### src/rtl/memgame_pkg.sv
// Shared types and helpers for the display source arbiter.
//   arb_state_t    : arbiter FSM states
//   SEL_*          : display mux select encodings
//   onehot_to_sel(): one-hot grant -> 2-bit mux select (index+1, 00 = none)
package memgame_pkg;

    typedef enum logic [1:0] {
        IDLE  = 2'd0,
        GRANT = 2'd1,
        GAP   = 2'd2
    } arb_state_t;

    localparam logic [1:0] SEL_NONE = 2'b00;
    localparam logic [1:0] SEL_D1   = 2'b01;
    localparam logic [1:0] SEL_D2   = 2'b10;
    localparam logic [1:0] SEL_D3   = 2'b11;

    function automatic logic [1:0] onehot_to_sel(input logic [2:0] oh);
        logic [1:0] s;
        s = SEL_NONE;
        if (oh[0])      s = SEL_D1;
        else if (oh[1]) s = SEL_D2;
        else if (oh[2]) s = SEL_D3;
        return s;
    endfunction

endpackage

### src/rtl/rr_pick3.sv
// Three-way round-robin picker (combinational).
//   req  [2:0] : request bits, bit i = source i+1
//   last [1:0] : index of the most recently served source (0..2)
//   win  [2:0] : one-hot winner, searching last+1, last+2, last+3 (mod 3)
//   any        : at least one request is asserted
module rr_pick3 (
    input  logic [2:0] req,
    input  logic [1:0] last,
    output logic [2:0] win,
    output logic       any
);

    always_comb begin
        win = 3'b000;
        case (last)
            2'd0: begin
                if (req[1])      win = 3'b010;
                else if (req[2]) win = 3'b100;
                else if (req[0]) win = 3'b001;
            end
            2'd1: begin
                if (req[2])      win = 3'b100;
                else if (req[0]) win = 3'b001;
                else if (req[1]) win = 3'b010;
            end
            // last=2 (and the unused code 3) start the search at source 1
            default: begin
                if (req[0])      win = 3'b001;
                else if (req[1]) win = 3'b010;
                else if (req[2]) win = 3'b100;
            end
        endcase
    end

    assign any = |req;

endmodule

### src/rtl/display_src_arbiter.sv
// Arbiter/sequencer for the 3-source, 8-bit display select mux.
// Grants one producer at a time with a minimum on-screen time and a
// fairness limit, and inserts one blanking cycle between grants.
//   clk        : system clock
//   reset_n    : asynchronous active-low reset
//   req  [2:0] : per-source request (bit0 = pattern, bit1 = echo, bit2 = score)
//   gnt  [2:0] : registered one-hot grant, 000 = none
//   sel  [1:0] : registered mux select, 00 none / 01..11 source 1..3
//   busy       : high while a grant is active
//   hold_done  : high while the current grant has met MIN_HOLD
//
// state | meaning
// ------+-------------------------------------------------------------
// IDLE  | no grant, arbitrating every cycle
// GRANT | gnt/sel show the owner, cnt counts cycles held
// GAP   | single blanking cycle after a grant, arbitrating for the next
module display_src_arbiter #(
    parameter int unsigned MIN_HOLD = 25_000_000,
    parameter int unsigned MAX_HOLD = 100_000_000
) (
    input  logic       clk,
    input  logic       reset_n,
    input  logic [2:0] req,
    output logic [2:0] gnt,
    output logic [1:0] sel,
    output logic       busy,
    output logic       hold_done
);

    import memgame_pkg::*;

    localparam int unsigned CW = $clog2(MAX_HOLD + 1);
    localparam logic [CW-1:0] HOLD_LAST = CW'(MIN_HOLD - 1);
    localparam logic [CW-1:0] MAX_LAST  = CW'(MAX_HOLD - 1);

    arb_state_t    state, state_nxt;
    logic [CW-1:0] cnt, cnt_nxt;
    logic [2:0]    gnt_nxt;
    logic [1:0]    last, last_nxt;
    logic [2:0]    win;
    logic          any;
    logic          max_hit;
    logic          owner_req;
    logic          others_req;

    rr_pick3 u_pick (
        .req  (req),
        .last (last),
        .win  (win),
        .any  (any)
    );

    assign busy       = (state == GRANT);
    assign hold_done  = busy && (cnt >= HOLD_LAST);
    assign max_hit    = (cnt == MAX_LAST);
    assign owner_req  = |(req & gnt);
    assign others_req = |(req & ~gnt);

    always_comb begin
        state_nxt = state;
        cnt_nxt   = cnt;
        gnt_nxt   = gnt;
        last_nxt  = last;
        case (state)
            IDLE, GAP: begin
                cnt_nxt = '0;
                if (any) begin
                    state_nxt = GRANT;
                    gnt_nxt   = win;
                end else begin
                    state_nxt = IDLE;
                    gnt_nxt   = 3'b000;
                end
            end
            GRANT: begin
                if ((hold_done && !owner_req) || (max_hit && others_req)) begin
                    state_nxt = GAP;
                    gnt_nxt   = 3'b000;
                    cnt_nxt   = '0;
                    // sel is index+1 of the owner while granted
                    last_nxt  = sel - 2'd1;
                end else if (!max_hit) begin
                    cnt_nxt = cnt + CW'(1);
                end
            end
            default: begin
                state_nxt = IDLE;
                gnt_nxt   = 3'b000;
                cnt_nxt   = '0;
            end
        endcase
    end

    always_ff @(posedge clk or negedge reset_n) begin
        if (!reset_n) begin
            state <= IDLE;
            cnt   <= '0;
            gnt   <= 3'b000;
            sel   <= SEL_NONE;
            last  <= 2'd2;
        end else begin
            state <= state_nxt;
            cnt   <= cnt_nxt;
            gnt   <= gnt_nxt;
            sel   <= onehot_to_sel(gnt_nxt);
            last  <= last_nxt;
        end
    end

endmodule

### config.mk
export PLATFORM = sky130hd
export DESIGN_NAME = display_src_arbiter
export DESIGN_NICKNAME = d
export VERILOG_FILES = /design/src/rtl/memgame_pkg.sv /design/src/rtl/rr_pick3.sv /design/src/rtl/display_src_arbiter.sv
export SDC_FILE = /design/constraint.sdc
export NUM_CORES = 1
export LEC_CHECK = 0
export CAP_MARGIN = 20
export CORE_ASPECT_RATIO = 1.1
export CORE_MARGIN = 3
export CORE_UTILIZATION = 55
export CTS_CLUSTER_SIZE = 30
export DETAILED_ROUTE_END_ITERATION = 8
export PLACE_DENSITY = 0.82
export SETUP_SLACK_MARGIN = 0.3
export SLEW_MARGIN = 5
export SYNTH_ARGS = -nofsm -noshare
export SYNTH_HDL_FRONTEND = slang
export SYNTH_SLANG_ARGS = --single-unit
### constraint.sdc
create_clock -name clk -period 5.6 [get_ports clk]
set_input_delay 1.12 -clock clk [delete_from_list [all_inputs] [get_ports clk]]
set_output_delay 1.12 -clock clk [all_outputs]
set_load 0.005 [all_outputs]
; ---- Word-level counts from Yosys, hierarchy flattened
; Cells that the tools add are included.
[op_classes]
order_cmp = 1
muxes = 22
n_addsub = 2
reduce_logical = 12
n_eq_ne = 6
bitwise_logic = 3
[op_table]
columns = cell, count
row1 = 27-bit 2-to-1 mux, 3
row2 = 27-bit by 1-bit adder with 27-bit output (second input constant), 1
row3 = 27-bit == test (second input constant), 1
row4 = 27-bit by 25-bit >= comparator with 1-bit output (second input constant), 1
row5 = 3-bit 2-to-1 mux, 9
row6 = 3-bit case mux with 2 select lines, 2
row7 = 2-bit 2-to-1 mux, 5
row8 = 3-bit OR reduction, 3
row9 = 3-bit AND, 2
row10 = 2-bit by 1-bit == test with 1-bit output (second input constant), 2
row11 = 2-bit zero test, 2
row12 = 2-bit case mux with 2 select lines, 1
row13 = 1-bit logical AND, 3
row14 = 3-bit by 2-bit inequality test with 1-bit output (second input constant), 1
row15 = 3-bit inverter, 1
row16 = 2-bit == test (second input constant), 1
row17 = 1-bit 2-to-1 mux, 2
row18 = 2-bit by 1-bit inequality test with 1-bit output (second input constant), 1
row19 = 2-bit AND reduction, 1
row20 = 2-bit OR reduction, 1
row21 = 2-bit by 1-bit subtractor with 2-bit output (second input constant), 1
row22 = 1-bit zero test, 1
row23 = 1-bit logical OR, 1
[word_totals]
inputBits = 5
output_inout_bits = 7
word_cells = 51
regBits = 36

; ---- Longest topological paths before layout
[depth]
depth_word = 10
mapped_depth = 9
mapped_depth_nobuf = 8

; ---- By module
; Synthesis repeated with hierarchy kept, for this count alone.
[unflattened]
hier_cells = 203
area_unflattened_um2 = 1924.3
[by_module_without_submodules]
columns = module, area_per_inst_um2, n_inst, cells_each, seq_area_each_um2
row1 = display_src_arbiter, 1866.8, 1, 195, 902.1
row2 = rr_pick3, 57.6, 1, 8, 0.0

; ---- Least setup slack after synthesis
; OpenSTA, ideal clock, no wires.
[synth_timing]
kind = flip-flop to output port
startpoint = register cnt[9]
endpoint = output port hold_done
path_stages_with_launch = 5
arrival_ns = 1.548
setup_slack_ns = 2.932
path_cell_list = dfrtp_1 or4_4 a2111oi_4 o2bb2ai_2 a21oi_1
[synth_between]
elab_chain_len = 2
[synth_rtl]
columns = item, line_no
row1 = "start, declared", display_src_arbiter.sv:37  ; logic [CW-1:0] cnt, cnt_nxt;
row2 = "start signal, assigned", display_src_arbiter.sv:103  ; cnt <= cnt_nxt;
row3 = 27-bit by 25-bit >= comparator with 1-bit output, display_src_arbiter.sv:54  ; assign hold_done = busy && (cnt >= HOLD_LAST);
row4 = 1-bit logical AND, display_src_arbiter.sv:54
row5 = "end, declared", display_src_arbiter.sv:27  ; output logic hold_done
; No other way between the ends.

; ---- Worst setup path after layout
; Ends and elaborated chain as after synthesis.

==> out/summary.txt <==
Fin crit share - 62.9%
Gp weighted congestion - 0.825
Worst Path Max Fanout - 4
Total power per unit cell area - 240 nW/um2
GRT Total Usage - 18.2%
Worst Setup Path Type - reg -> out
CTS tree - done
Via Count - 1489
Crit path launch type - flop
Largest net degree at the start of global routing - 37
Die ar. - 4450 um2
Req. time, crit path - 4480 ps
Hold Fails Final Rpt - 0
Clk buf depth - 2
Post-cts hold buffer count - 0
Yosys top cell area share - 43.3%
Residual DRC - 0
Async set-reset flop share out of synthesis - 100%
Syn avg cell area - 10.0 um2
Cell Area, Synth - 2020 um2
Post-Synthesis Cells - 202
PortBufs - 11
H-tree Lvls - 2
Mapped Nets - 208
WP data arrival - 2400 ps
Num CTS Buffers - 5
P_leak - 0.952 nW
Most numerous cell in the Yosys netlist - dfrtp_1
CP max stage delay - 570 ps
Synth top cells by count - dfrtp_1, nor2_1, xnor2_1
# Post-CTS Setup Buffers - 0
Hpwl dp - 2640 um
Die X - 63.8 um
Max cap viols - 0
Share of layout cells above drive strength 1 - 13.5%
Worst Max-Slew Pin Slew - 812 ps
Top Ports - 12
Tot Pwr - 0.000530 W
Status - finished clean
Minimum clock period - 3520 ps
Vias per inst - 5.66
Vias in the first global route - 1444
CORE AREA - 3440 um2
Initial core utilization - 58.8%
Antenna Cells - 0
1st-pass router iterations - 5
Clk_skew - 7.75 ps
WL final - 3640 um
Die H - 69.6 um
Peak VDD IR - 0.132 mV
Worst-skew pair later-pin latency - 330 ps
Setup Total Neg Slack - 0 ps
Slowest-stage cell, CP - or4_4
Crit path max-delay family - compound AO/OA/AOI/OAI gates
Post-cts resize count - 0
Final ANT Viol Nets - 0
CTS root buffer - clkbuf_4
Synth warn - 0
Clk slew on worst S/H paths - 90 ps
Initial antenna violation count - 0
Unique masters post-synth - 50
Main area contributors after synthesis - dfrtp_1, xnor2_1, xor2_1
Slew Viols, Final - 0
Buf/Inv on CP - 1
Iter 0 DRT Violations - 136
RSZ-0062 raised after global routing - false
Max-Slew Margin vs Limit - 45.8%
Setup-failing EPs final - 0
Fillers - 286
Number of flops mapped to enable cells by yosys - 0
Num rows - 22
Leading area contributor after synthesis - dfrtp_1
Routed WL per cell - 13.8 um
Total gr overflow - 0
Yosys reg bits - 36
Main synth FF type - dfrtp_1
Hold Path Class - reg -> reg
Syn-to-layout area delta - 9.02%
Fmax - 284 MHz
CTS Sinks - 36
Post-synthesis sequential area ratio - 44.6%
Final core utilization - 64.1%
CP Cell Sequence - or4_4 > a2111oi_4 > o2bb2ai_2 > a21oi_1 > clkdlybuf4s50_1
First-pass GRT wire length - 6460 um
Setup crit end kind - output port
Final #Nets - 221
==> path summary, 6_finish.rpt <==
kind / from / to / slack [ps] / cells past startpoint
max in group asynchronous: reset_n / last[1] / 4070 / 2
worst min register to register: sel[0] / last[0] / 520 / 1
worst max register to register: cnt[9] / state[0] / 2610 / 6
min in group asynchronous: reset_n / cnt[13] / 1190 / 2
worst min-delay path: sel[0] / last[0] / 520 / 1
worst max-delay path: cnt[9] / hold_done / 2080 / 5
==> per-stage QoR <==
| stage | setup slack, ps | std cells | hold slack [ps] | cell area, um2 |
|---|---|---|---|---|
| after global routing | 1960 | 263 | 572 | 2210 |
| final | 2080 | 263 | 519 | 2210 |
| after CTS | 2050 | 263 | 531 | 2210 |
| after floorplan | 2930 | 202 | 487 | 2020 |
| after detailed placement | 2220 | 256 | 517 | 2160 |
| after global placement | 2300 | 256 | 508 | 2160 |
==> flip-flops by register name (all words and copies together), names as in the netlist <==
| register | count |
|---|---|
| sel | 2 |
| gnt | 3 |
| last | 2 |
| state | 2 |
| cnt | 27 |
==> cell usage in the layout (no fill, tap or decap), types with 2 or more instances in the layout <==
cell type        instances
clkdlybuf4s50_1         11
dfrtp_1                 35
nand3_1                  9
inv_1                   11
nand4_1                  6
and3_1                   5
nor2_1                  22
a211oi_2                 2
o21ai_0                  4
a21oi_1                 11
nand2_1                 12
xnor2_1                 13
clkbuf_4                 5
nor3_1                   6
nor2_2                  10
nor2b_1                  2
a222oi_1                 2
mux2i_1                  3
xor2_1                  10
a211oi_1                 3
and4_1                   2
==> layer usage <==
metal	GRT usage [%]	wire length (um)	vias to the layer above
met5	0	0	-
met1	22.1	1650	722
li1	-	-	731
met4	6.71	57	0
met2	30.1	1800	30
met3	5.51	138	6
==> where the power goes <==
part	switching (W)	total, W	leakage [nW]	internal (W)
Combinational	0.0000441	0.0000914	0.449	0.0000473
Sequential	0.0000294	0.000315	0.475	0.000285
Clock	0.0000780	0.000124	0.0281	0.0000462
==> final cells by class <==
type,count,area [um2],share of cell area [%]
clock buffers,6,41.3,1.87
clock inverters,1,5.00,0.227
inverters,11,41.3,1.87
multi-input cells,149,1040,47.1
flip-flops and latches,36,902,40.9
well taps,48,60.1,2.72
repair buffers,12,118,5.33
==> cell families after synthesis <==
group,share of synthesized area [%]
AOI/OAI and AO/OA,15.1
muxes,1.48
xor gates and xnor gates,9.95
adders and majority gates,0.618
buffers and inverters,4.08
DFF,44.6
and+or+nand+nor,24.2
No activity file was read; power rests on OpenSTA's default activity.
==> RTL change (config.mk and constraints unchanged) <==
The parameter `MAX_HOLD` goes from 100_000_000 to 25_000_000.
--- a/src/rtl/display_src_arbiter.sv
+++ b/src/rtl/display_src_arbiter.sv
@@ -16,7 +16,7 @@
 // GAP   | single blanking cycle after a grant, arbitrating for the next
 module display_src_arbiter #(
     parameter int unsigned MIN_HOLD = 25_000_000,
-    parameter int unsigned MAX_HOLD = 100_000_000
+    parameter int unsigned MAX_HOLD = 25_000_000
 ) (
     input  logic       clk,
     input  logic       reset_n,
Formal check against the unedited RTL: no difference found for any inputs over 10 cycles, from zero or initial values and one cycle with reset_n low; that may be too few to reach the edited logic, so the function may still have changed.
==> RTL change against the unedited design <==
- via count fell by 8.7%
- synthesized cell count fell by 10%
- utilization rose by 3.0 points
- register-to-register slack improved by 0.37 ns
- synthesized area fell by 13%
- setup slack improved by 0.064 ns
- final area fell by 11%
- total power fell by 1.8%
- sequential cell count fell by 2
- wire length fell by 3.2%
- fmax rose by 1.9%
==> RTL change: results (changes against the unedited design) <==
- Outcome: finished clean
- Clk slew on worst S/H paths: 0.09 ns (about the same)
- Via count: 1,360 (-8.7%)
- Leak: 0.9020 nW (-5.3%)
- Final Skew: 0.009159 ns (+0.001406 ns)
- Maximum VDD drop: 0.2140 mV (+62%)
- Root buf cell: clkbuf_4
- Crit Path Max Fanout: 4 (unchanged)
- Vias in the first global route: 1,394 (-3.5%)
- Initial antenna violation count: 0 (unchanged)
- DR iter-0 viols: 74 (-46%)
- Hold Crit Class: reg -> reg
- H-Tree Depth: 2 (unchanged)
- CTS Buffer Depth: 2 (unchanged)
- Maximum number of pins on one net before global-route repair: 35 (-5.4%)
- Share of cells above drive strength 1: 9.091% (-4.4 points)
- Port bufs: 11 (unchanged)
- Main synth FF type: dfrtp_1
- Dpl ws: 1.942 ns (-0.2748 ns)
- DRC Markers: 0 (unchanged)
- Worst skew pair latency: 0.33 ns (about the same)
- Syn_nets: 187 (-10%)
- DP Wirelength: 2542 microns (-3.6%)
- Yosys synthesis warning count: 0 (unchanged)
- Tot GR Track Use: 21.65% (+3.4 points)
- Avg Vias per Cell: 5.887 (+4.0%)
- Sequential fraction of the synthesis area: 48.16% (+3.6 points)
- CTS Buf Count: 5 (unchanged)
- Postcts setup bufs: 0 (unchanged)
- Layout Nets: 204 (-7.7%)
- RePlAce Congestion: 0.8049 (-2.4%)
- Drt first pass iters: 4 (-1)
- # fillers: 233 (-19%)
- Antenna Cells: 0 (unchanged)
- Most frequent cells after synthesis: 33 x dfrtp_1, 31 x nor2_1, 16 x nand2_1
- Global-route wire length before repair: 6244 microns (-3.3%)
- Worst slew pin tran: 0.6212 ns (-0.1911 ns)
- Resized Gates After CTS: 0 (unchanged)
- Ys async rst share: 100.0% (unchanged)
- Post-synth cell types: 36 (-28%)
- Worst endpoint data arrival time: 2.34 ns (-0.06 ns)
- Synth top area cells: dfrtp_1 47%, nor2_1 6.6%, xor2_1 6.4%, xnor2_1 4.5%, nand2_1 3.4%
- Dpl cells: 223 (-13%)
- Avg WL per Cell: 15.26 microns (+10%)
- Top Registers: cnt x25, gnt x3
- Synth Instances: 181 (-10%)
==> RTL change: cell families after synthesis <==
group | share of synthesized area [%]
adder cells (fa/ha/maj) | 0.7071
flip-flops | 48.16
multiplexers | 1.768
AND/OR/NAND/NOR | 25.81
XOR/XNOR | 10.89
AO/OA/AOI/OAI | 9.052
buffers and inverters | 3.607
==> RTL change: worst paths after layout <==
kind	endpoint	cells after the start	slack, ns	from
min in group asynchronous	cnt[20]$_DFFE_PN0P_	2	1.19	reset_n
max in group asynchronous	last[1]$_DFFE_PN1P_	2	4.09	reset_n
max	hold_done	5	2.14	cnt[15]$_DFFE_PN0P_
max reg2reg	sel[0]$_DFF_PN0_	8	2.98	cnt[15]$_DFFE_PN0P_
min	last[0]$_DFFE_PN0P_	1	0.53	sel[0]$_DFF_PN0_
min reg2reg	last[0]$_DFFE_PN0P_	1	0.53	sel[0]$_DFF_PN0_
==> RTL change: per-layer routing <==
metal / global-route usage, % / part of all wire, % / wire length, microns
met4: 12.19 / 2.5 / 87
met1: 25.51 / 42 / 1467
met3: 6.090 / 5.4 / 191
met2: 34.73 / 50 / 1777
met5: 0 / 0 / 0
==> RTL change: per-stage QoR <==
stage | instance area, sq um | utilization, %
after floorplan | 1769 | -
after global placement | 1906 | 65.09
after detailed placement | 1906 | 65.09
after CTS | 1951 | 66.62
after global routing | 1966 | 67.14
final | 1966 | 67.14
==> RTL change: where the power goes <==
group          internal, W  switching (W)  total [W]
registers         0.000270      0.0000305   0.000301
clock network    0.0000473      0.0000738   0.000121
logic            0.0000469      0.0000517  0.0000986
total             0.000365       0.000156   0.000520
==> RTL change: worst max-delay path: stages, from the launching register on <==
cell and delay [ns]:
dfrtp_1 0.43, or4b_4 0.56, nor4_4 0.20, a222oi_1 0.19, nor2b_1 0.14, clkdlybuf4s50_1 0.50
==> RTL change: area by class of cell <==
cell class              count  area [sq um]  share of cell area [%]
flip-flops and latches     34         852.1                   43.35
inverters                  11         41.29                   2.101
well taps                  33         41.29                   2.101
repair buffers             13         132.6                   6.747
clock buffers               7         45.04                   2.292
multi-input cells         133         853.3                   43.41
